## config.mk

```make
export PLATFORM = sky130hd
export DESIGN_NAME = f1_loader
export DESIGN_NICKNAME = d
export VERILOG_FILES = /design/src/rtl/f1_pkg.sv /design/src/rtl/f1_byte_packer.sv /design/src/rtl/f1_loader.sv
export SDC_FILE = /design/constraint.sdc
export NUM_CORES = 1
export LEC_CHECK = 0
export CAP_MARGIN = 20
export CORE_MARGIN = 1
export CORE_UTILIZATION = 55
export CTS_CLUSTER_SIZE = 24
export DETAILED_ROUTE_END_ITERATION = 6
export HOLD_SLACK_MARGIN = 0.15
export PLACE_DENSITY = 0.89
export SYNTH_ARGS = -nofsm -noshare
export SYNTH_HDL_FRONTEND = slang
export SYNTH_HIERARCHICAL = 1
export SYNTH_SLANG_ARGS = --single-unit
```

## constraint.sdc

```tcl
create_clock -name clk -period 5.9 [get_ports clk]
set_input_delay 1.18 -clock clk [delete_from_list [all_inputs] [get_ports clk]]
set_output_delay 1.18 -clock clk [all_outputs]
set_load 0.01 [all_outputs]
```

## src/rtl/f1_pkg.sv

```systemverilog
// Shared constants and loader state encoding for the conv-layer-1 feature RAM.
package f1_pkg;
  localparam int F1_NUM_PIX    = 1024;
  localparam int F1_RADDR_W    = 10;
  localparam int F1_WORD_BYTES = 4;

  typedef enum logic [1:0] {
    ST_IDLE,
    ST_LOAD,
    ST_LAST,
    ST_DONE
  } f1_state_e;
endpackage

```

## src/rtl/f1_byte_packer.sv

```systemverilog
// Packs a byte stream into little-endian words; emits a word on lane wrap or flush.
module f1_byte_packer
  import f1_pkg::*;
#(
  parameter int NUM_LANES = F1_WORD_BYTES
) (
  input  logic                          clk,
  input  logic                          rst_n,
  input  logic                          clr,
  input  logic                          in_vld,
  input  logic [7:0]                    in_byte,
  input  logic                          flush,
  output logic                          out_vld,
  output logic [NUM_LANES-1:0]          out_be,
  output logic [NUM_LANES-1:0][7:0]     out_word
);
  localparam int LW = $clog2(NUM_LANES);

  logic [LW-1:0]                lane_q;
  // The top lane is never stored: it is taken straight from in_byte.
  logic [NUM_LANES-2:0][7:0]    asm_q;

  always_ff @(posedge clk or negedge rst_n) begin
    if (!rst_n)      lane_q <= '0;
    else if (clr)    lane_q <= '0;
    else if (in_vld) lane_q <= lane_q + 1'b1;
  end

  for (genvar k = 0; k < NUM_LANES; k++) begin : g_lane
    assign out_be[k] = (LW'(k) <= lane_q);
    if (k < NUM_LANES - 1) begin : g_store
      always_ff @(posedge clk or negedge rst_n) begin
        if (!rst_n)                            asm_q[k] <= '0;
        else if (clr)                          asm_q[k] <= '0;
        else if (in_vld && lane_q == LW'(k))   asm_q[k] <= in_byte;
      end
      assign out_word[k] = !out_be[k] ? 8'h00 :
                           (lane_q == LW'(k)) ? in_byte : asm_q[k];
    end else begin : g_top
      assign out_word[k] = out_be[k] ? in_byte : 8'h00;
    end
  end

  assign out_vld = in_vld && (flush || lane_q == LW'(NUM_LANES - 1));
endmodule

```

## src/rtl/f1_loader.sv

```systemverilog
// Frame loader: streams pixels into packed word writes on the f1 feature RAM port.
module f1_loader
  import f1_pkg::*;
#(
  parameter int          NUM_PIX   = F1_NUM_PIX,
  parameter logic [31:0] BASE_ADDR = 32'h0000_0000
) (
  input  logic        clk,
  input  logic        rst_n,
  input  logic        start,
  input  logic        pix_valid,
  input  logic [7:0]  pix_data,
  output logic        pix_ready,
  output logic [3:0]  f1_wr_en,
  output logic [31:0] f1_waddr,
  output logic [31:0] f1_wdata,
  output logic        f1_ena,
  output logic        busy,
  output logic        done
);
  f1_state_e state_q, state_d;
  logic [10:0] cnt_q;
  logic        go, accept, last_pix;
  logic        pk_vld;
  logic [3:0]  pk_be;
  logic [3:0][7:0] pk_word;

  assign go       = (state_q == ST_IDLE) && start;
  assign accept   = pix_valid && pix_ready;
  assign last_pix = accept && (cnt_q == 11'(NUM_PIX - 1));

  always_ff @(posedge clk or negedge rst_n) begin
    if (!rst_n) begin
      state_q <= ST_IDLE;
      cnt_q   <= '0;
    end else begin
      state_q <= state_d;
      if (go)          cnt_q <= '0;
      else if (accept) cnt_q <= cnt_q + 11'd1;
    end
  end

  always_comb begin
    state_d   = state_q;
    pix_ready = 1'b0;
    busy      = 1'b0;
    done      = 1'b0;
    case (state_q)
      ST_IDLE: if (start) state_d = ST_LOAD;
      ST_LOAD: begin
        pix_ready = 1'b1;
        busy      = 1'b1;
        if (last_pix) state_d = ST_LAST;
      end
      ST_LAST: begin
        busy    = 1'b1;
        state_d = ST_DONE;
      end
      ST_DONE: begin
        done    = 1'b1;
        state_d = ST_IDLE;
      end
      default: state_d = ST_IDLE;
    endcase
  end

  f1_byte_packer #(.NUM_LANES(F1_WORD_BYTES)) u_packer (
    .clk      (clk),
    .rst_n    (rst_n),
    .clr      (go),
    .in_vld   (accept),
    .in_byte  (pix_data),
    .flush    (last_pix),
    .out_vld  (pk_vld),
    .out_be   (pk_be),
    .out_word (pk_word)
  );

  // Write strobes are single-cycle: everything drops back to zero unless a word completes.
  always_ff @(posedge clk or negedge rst_n) begin
    if (!rst_n) begin
      f1_wr_en <= '0;
      f1_waddr <= '0;
      f1_wdata <= '0;
      f1_ena   <= 1'b0;
    end else if (pk_vld) begin
      f1_wr_en <= pk_be;
      f1_waddr <= BASE_ADDR + {21'd0, cnt_q[10:2], 2'b00};
      f1_wdata <= pk_word;
      f1_ena   <= |pk_be;
    end else begin
      f1_wr_en <= '0;
      f1_waddr <= '0;
      f1_wdata <= '0;
      f1_ena   <= 1'b0;
    end
  end
endmodule
```

==> impl_metrics.env <==
export IMPL_period_needed_ns=2.88
export IMPL_route_detailed_drc=0
export IMPL_yosysMostFrequentCell="dfrtp_1"
export IMPL_ys_warnings_count=6
export IMPL_post_cts_buffers=0
export IMPL_worstPathArrival_ns=1.70
export IMPL_r2r_slack_ns=3.61
export IMPL_gr_usage_met1=0.268
export IMPL_clock_sinks=85
export IMPL_stdcell_count=506
export IMPL_pwr_share_seq=0.426
export IMPL_end_kind="output port"
export IMPL_crit_start="state_q[1]"
export IMPL_grt_pass1_wl_mm=12.3
export IMPL_num_rows=30
export IMPL_grt_pass1_vias=2539
export IMPL_antenna_found_initial=0
export IMPL_fmax_mhz=347
export IMPL_numCtsBuffers=9
export IMPL_busiest_layer="met2"
export IMPL_fp_coreArea_um2=6940
export IMPL_numPortBuffers=60
export IMPL_cts_buffer_depth=2
export IMPL_fin_util=0.700
export IMPL_synth_avg_cell_area_um2=11.6
export IMPL_die_h_um=87.7
export IMPL_power_frac_comb=0.343
export IMPL_max_cap_violations=0
export IMPL_cp_cell_sequence="inv_1 -> ha_1 -> clkdlybuf4s50_1"
export IMPL_clk_latency_ns=0.35
export IMPL_cp_start_kind="flop"
export IMPL_slowest_stage="clkdlybuf4s50_1"
export IMPL_p_int_uw=1320
export IMPL_cp_required_ns=4.72
export IMPL_switching_share=0.329
export IMPL_num_vias=2541
export IMPL_grtUsageMet3=0.0518
export IMPL_critical_path_class="reg -> out"
export IMPL_timing_setup_tns_ns=0
export IMPL_final_max_slew_viol_count=0
export IMPL_die_w_um=87.7
export IMPL_gr_usage_all_layers=0.214
export IMPL_period_share=0.488
export IMPL_slowest_delay_ns=0.54
export IMPL_firstDrtPassIters=4
export IMPL_synth_area_um2=4040
export IMPL_hold_viol=0
export IMPL_use_met2=0.366
export IMPL_synthTopCellsByCount="85 x dfrtp_1, 55 x and2_1, 34 x mux2i_1"
export IMPL_antenna_left=0
export IMPL_post_place_ws_ns=2.27
export IMPL_drt_iter0_drc=144
export IMPL_fillerInstances=515
export IMPL_place_congestion=0.808
export IMPL_r2r_end="f1_wdata[25]"
export IMPL_tightest_slew_ns=0.768
export IMPL_cts_root_buf="clkbuf_8"
export IMPL_hp_class="reg -> reg"
export IMPL_cp_max_fo=4
export IMPL_power_share_clock=0.231
export IMPL_syn_inst=349
export IMPL_synth_top_area_cell="dfrtp_1"
export IMPL_cts_repair_resized=0
export IMPL_hp_start="cnt_q[9]"
export IMPL_leakage_uw=0.00236
export IMPL_grt_ovfl_total=0
export IMPL_regArea_um2=2130
export IMPL_drive_gt1_frac=0.0951
export IMPL_hold_end="f1_waddr[9]"
export IMPL_status="completed"
export IMPL_cts_clk_slew_worst_paths_ns=0.08
export IMPL_diodes=0
export IMPL_wl_per_cell_um=15.2
export IMPL_die_area_um2=7690
export IMPL_yosysTopAreaCellShare=0.527
export IMPL_vias_per_cell=5.02
export IMPL_min_path_cells=1
export IMPL_maxSlewHeadroom=0.487
export IMPL_floorplan_initialDensity=0.581
export IMPL_cts_tree="yes"
export IMPL_place_inst=488
export IMPL_ioPinCount=84
export IMPL_r2r_start="state_q[1]"
export IMPL_h_tree_depth=3
export IMPL_ys_flop_type="dfrtp_1"
export IMPL_rr_worst_depth=7
export IMPL_seq_area_frac_synth=0.527
export IMPL_grt_max_degree=86
export IMPL_synth_cell_types=38
export IMPL_synth_edf_count=0
export IMPL_synth_seq_cells=85
export IMPL_syn_to_final_growth_pct=20.3
export IMPL_setup_ws_ns=3.02
export IMPL_dpl_hpwl_mm=4.76
export IMPL_rsz0062_at_grt="no"
export IMPL_multi_input_area_um2=1700
export IMPL_synthTopCellsByArea="dfrtp_1 53%, and2_1 8.5%, mux2i_1 8.4%"
export IMPL_vdd_ir_drop_max_mv=0.191
export IMPL_final_nets=429
export IMPL_skew_ns=0.00415
export IMPL_power_density_nw_per_um2=406
export IMPL_drt_total_wl_mm=7.69
export IMPL_async_flop_share=1.00
export IMPL_cts_hold_buf=0
export IMPL_setup_viol=0
export IMPL_switchingPower_uw=650
[registers in the layout, summed over array words and instances (netlist names)]
register and count:
cnt_q 11, u_packer/lane_q 2, f1_wdata 32, f1_ena 1
u_packer/asm_q 24, f1_waddr 9, f1_wr_en 4, state_q 2
[routing by layer]
| metal | share of wire | up-vias |
|---|---|---|
| met5 | 0 | - |
| met3 | 0.051 | 13 |
| met4 | 0.018 | 0 |
| met2 | 0.50 | 91 |
| li1 | - | 1188 |
| met1 | 0.44 | 1249 |
[stage by stage]
stage	hold slack (ns)	total power [uW]	cell area, um^2
after floorplan	0.500	1290	4120
after global placement	0.527	1460	4580
after detailed placement	0.529	1490	4580
after CTS	0.551	1960	4800
after global routing	0.561	2090	4860
final	0.544	1970	4860
[area by class of cell]
cell class	count	area share
Multi-Input combinational cell	240	0.351
Inverter	6	0.00464
Sequential cell	85	0.438
Clock inverter	5	0.0173
Timing Repair Buffer	63	0.136
Clock buffer	11	0.0291
Tap cell	96	0.0247
[how the worst max path moves through the flow]
stage	cells past startpoint	end
2_1_floorplan	6	f1_ena
5_1_grt	3	busy
3_3_place_gp	5	f1_waddr[4]
4_1_cts	5	f1_waddr[4]
6_report	3	busy
3_5_place_dp	5	f1_waddr[4]
[cell usage in the layout, fill, tap and decap left out, types with 2 or more instances in the layout]
master / synthesis / layout
dfrtp_1: 85 / 85
clkdlybuf4s50_1: 0 / 59
and2_1: 55 / 55
mux2i_1: 34 / 34
nand2b_1: 33 / 33
conb_1: 2 / 24
nor2_1: 21 / 21
ha_1: 12 / 12
clkbuf_8: 0 / 10
nand2_1: 9 / 9
mux2_2: 8 / 8
a22o_1: 8 / 8
xnor2_1: 7 / 7
inv_1: 6 / 6
nor3_1: 3 / 3
xor2_1: 3 / 3
nand3_1: 2 / 2
nor4_2: 2 / 2
a21oi_1: 2 / 2
clkinvlp_4: 0 / 2
bufinv_16: 0 / 2
buf_4: 26 / 2
buf_16: 0 / 2
nand2_2: 2 / 2
[cells by family after synthesis]
family | count (synthesis) | share of synthesized area
buffers and inverters | 46 | 0.0719
and+or+nand+nor | 137 | 0.201
adders and majority gates | 12 | 0.0372
AOI/OAI and AO/OA | 14 | 0.0298
xor gates and xnor gates | 10 | 0.0217
muxes | 43 | 0.110
DFF | 85 | 0.527
other | 2 | 0.00186
[power by group through the flow]
stage | clock (uW) | combinational (uW) | sequential [uW]
2_1_floorplan | 0 | 445 | 846
3_3_place_gp | 0 | 625 | 837
3_5_place_dp | 0 | 644 | 848
4_1_cts | 462 | 662 | 840
5_1_grt | 493 | 738 | 857
6_report | 456 | 677 | 841
[worst max-delay path: cells and delay by family (launching register included)]
| kind | cells | cell delay [ns] |
|---|---|---|
| buf+inv | 2 | 0.64 |
| fa+ha+maj | 1 | 0.30 |
| flops | 1 | 0.42 |
No activity file was read; power rests on OpenSTA's default activity.
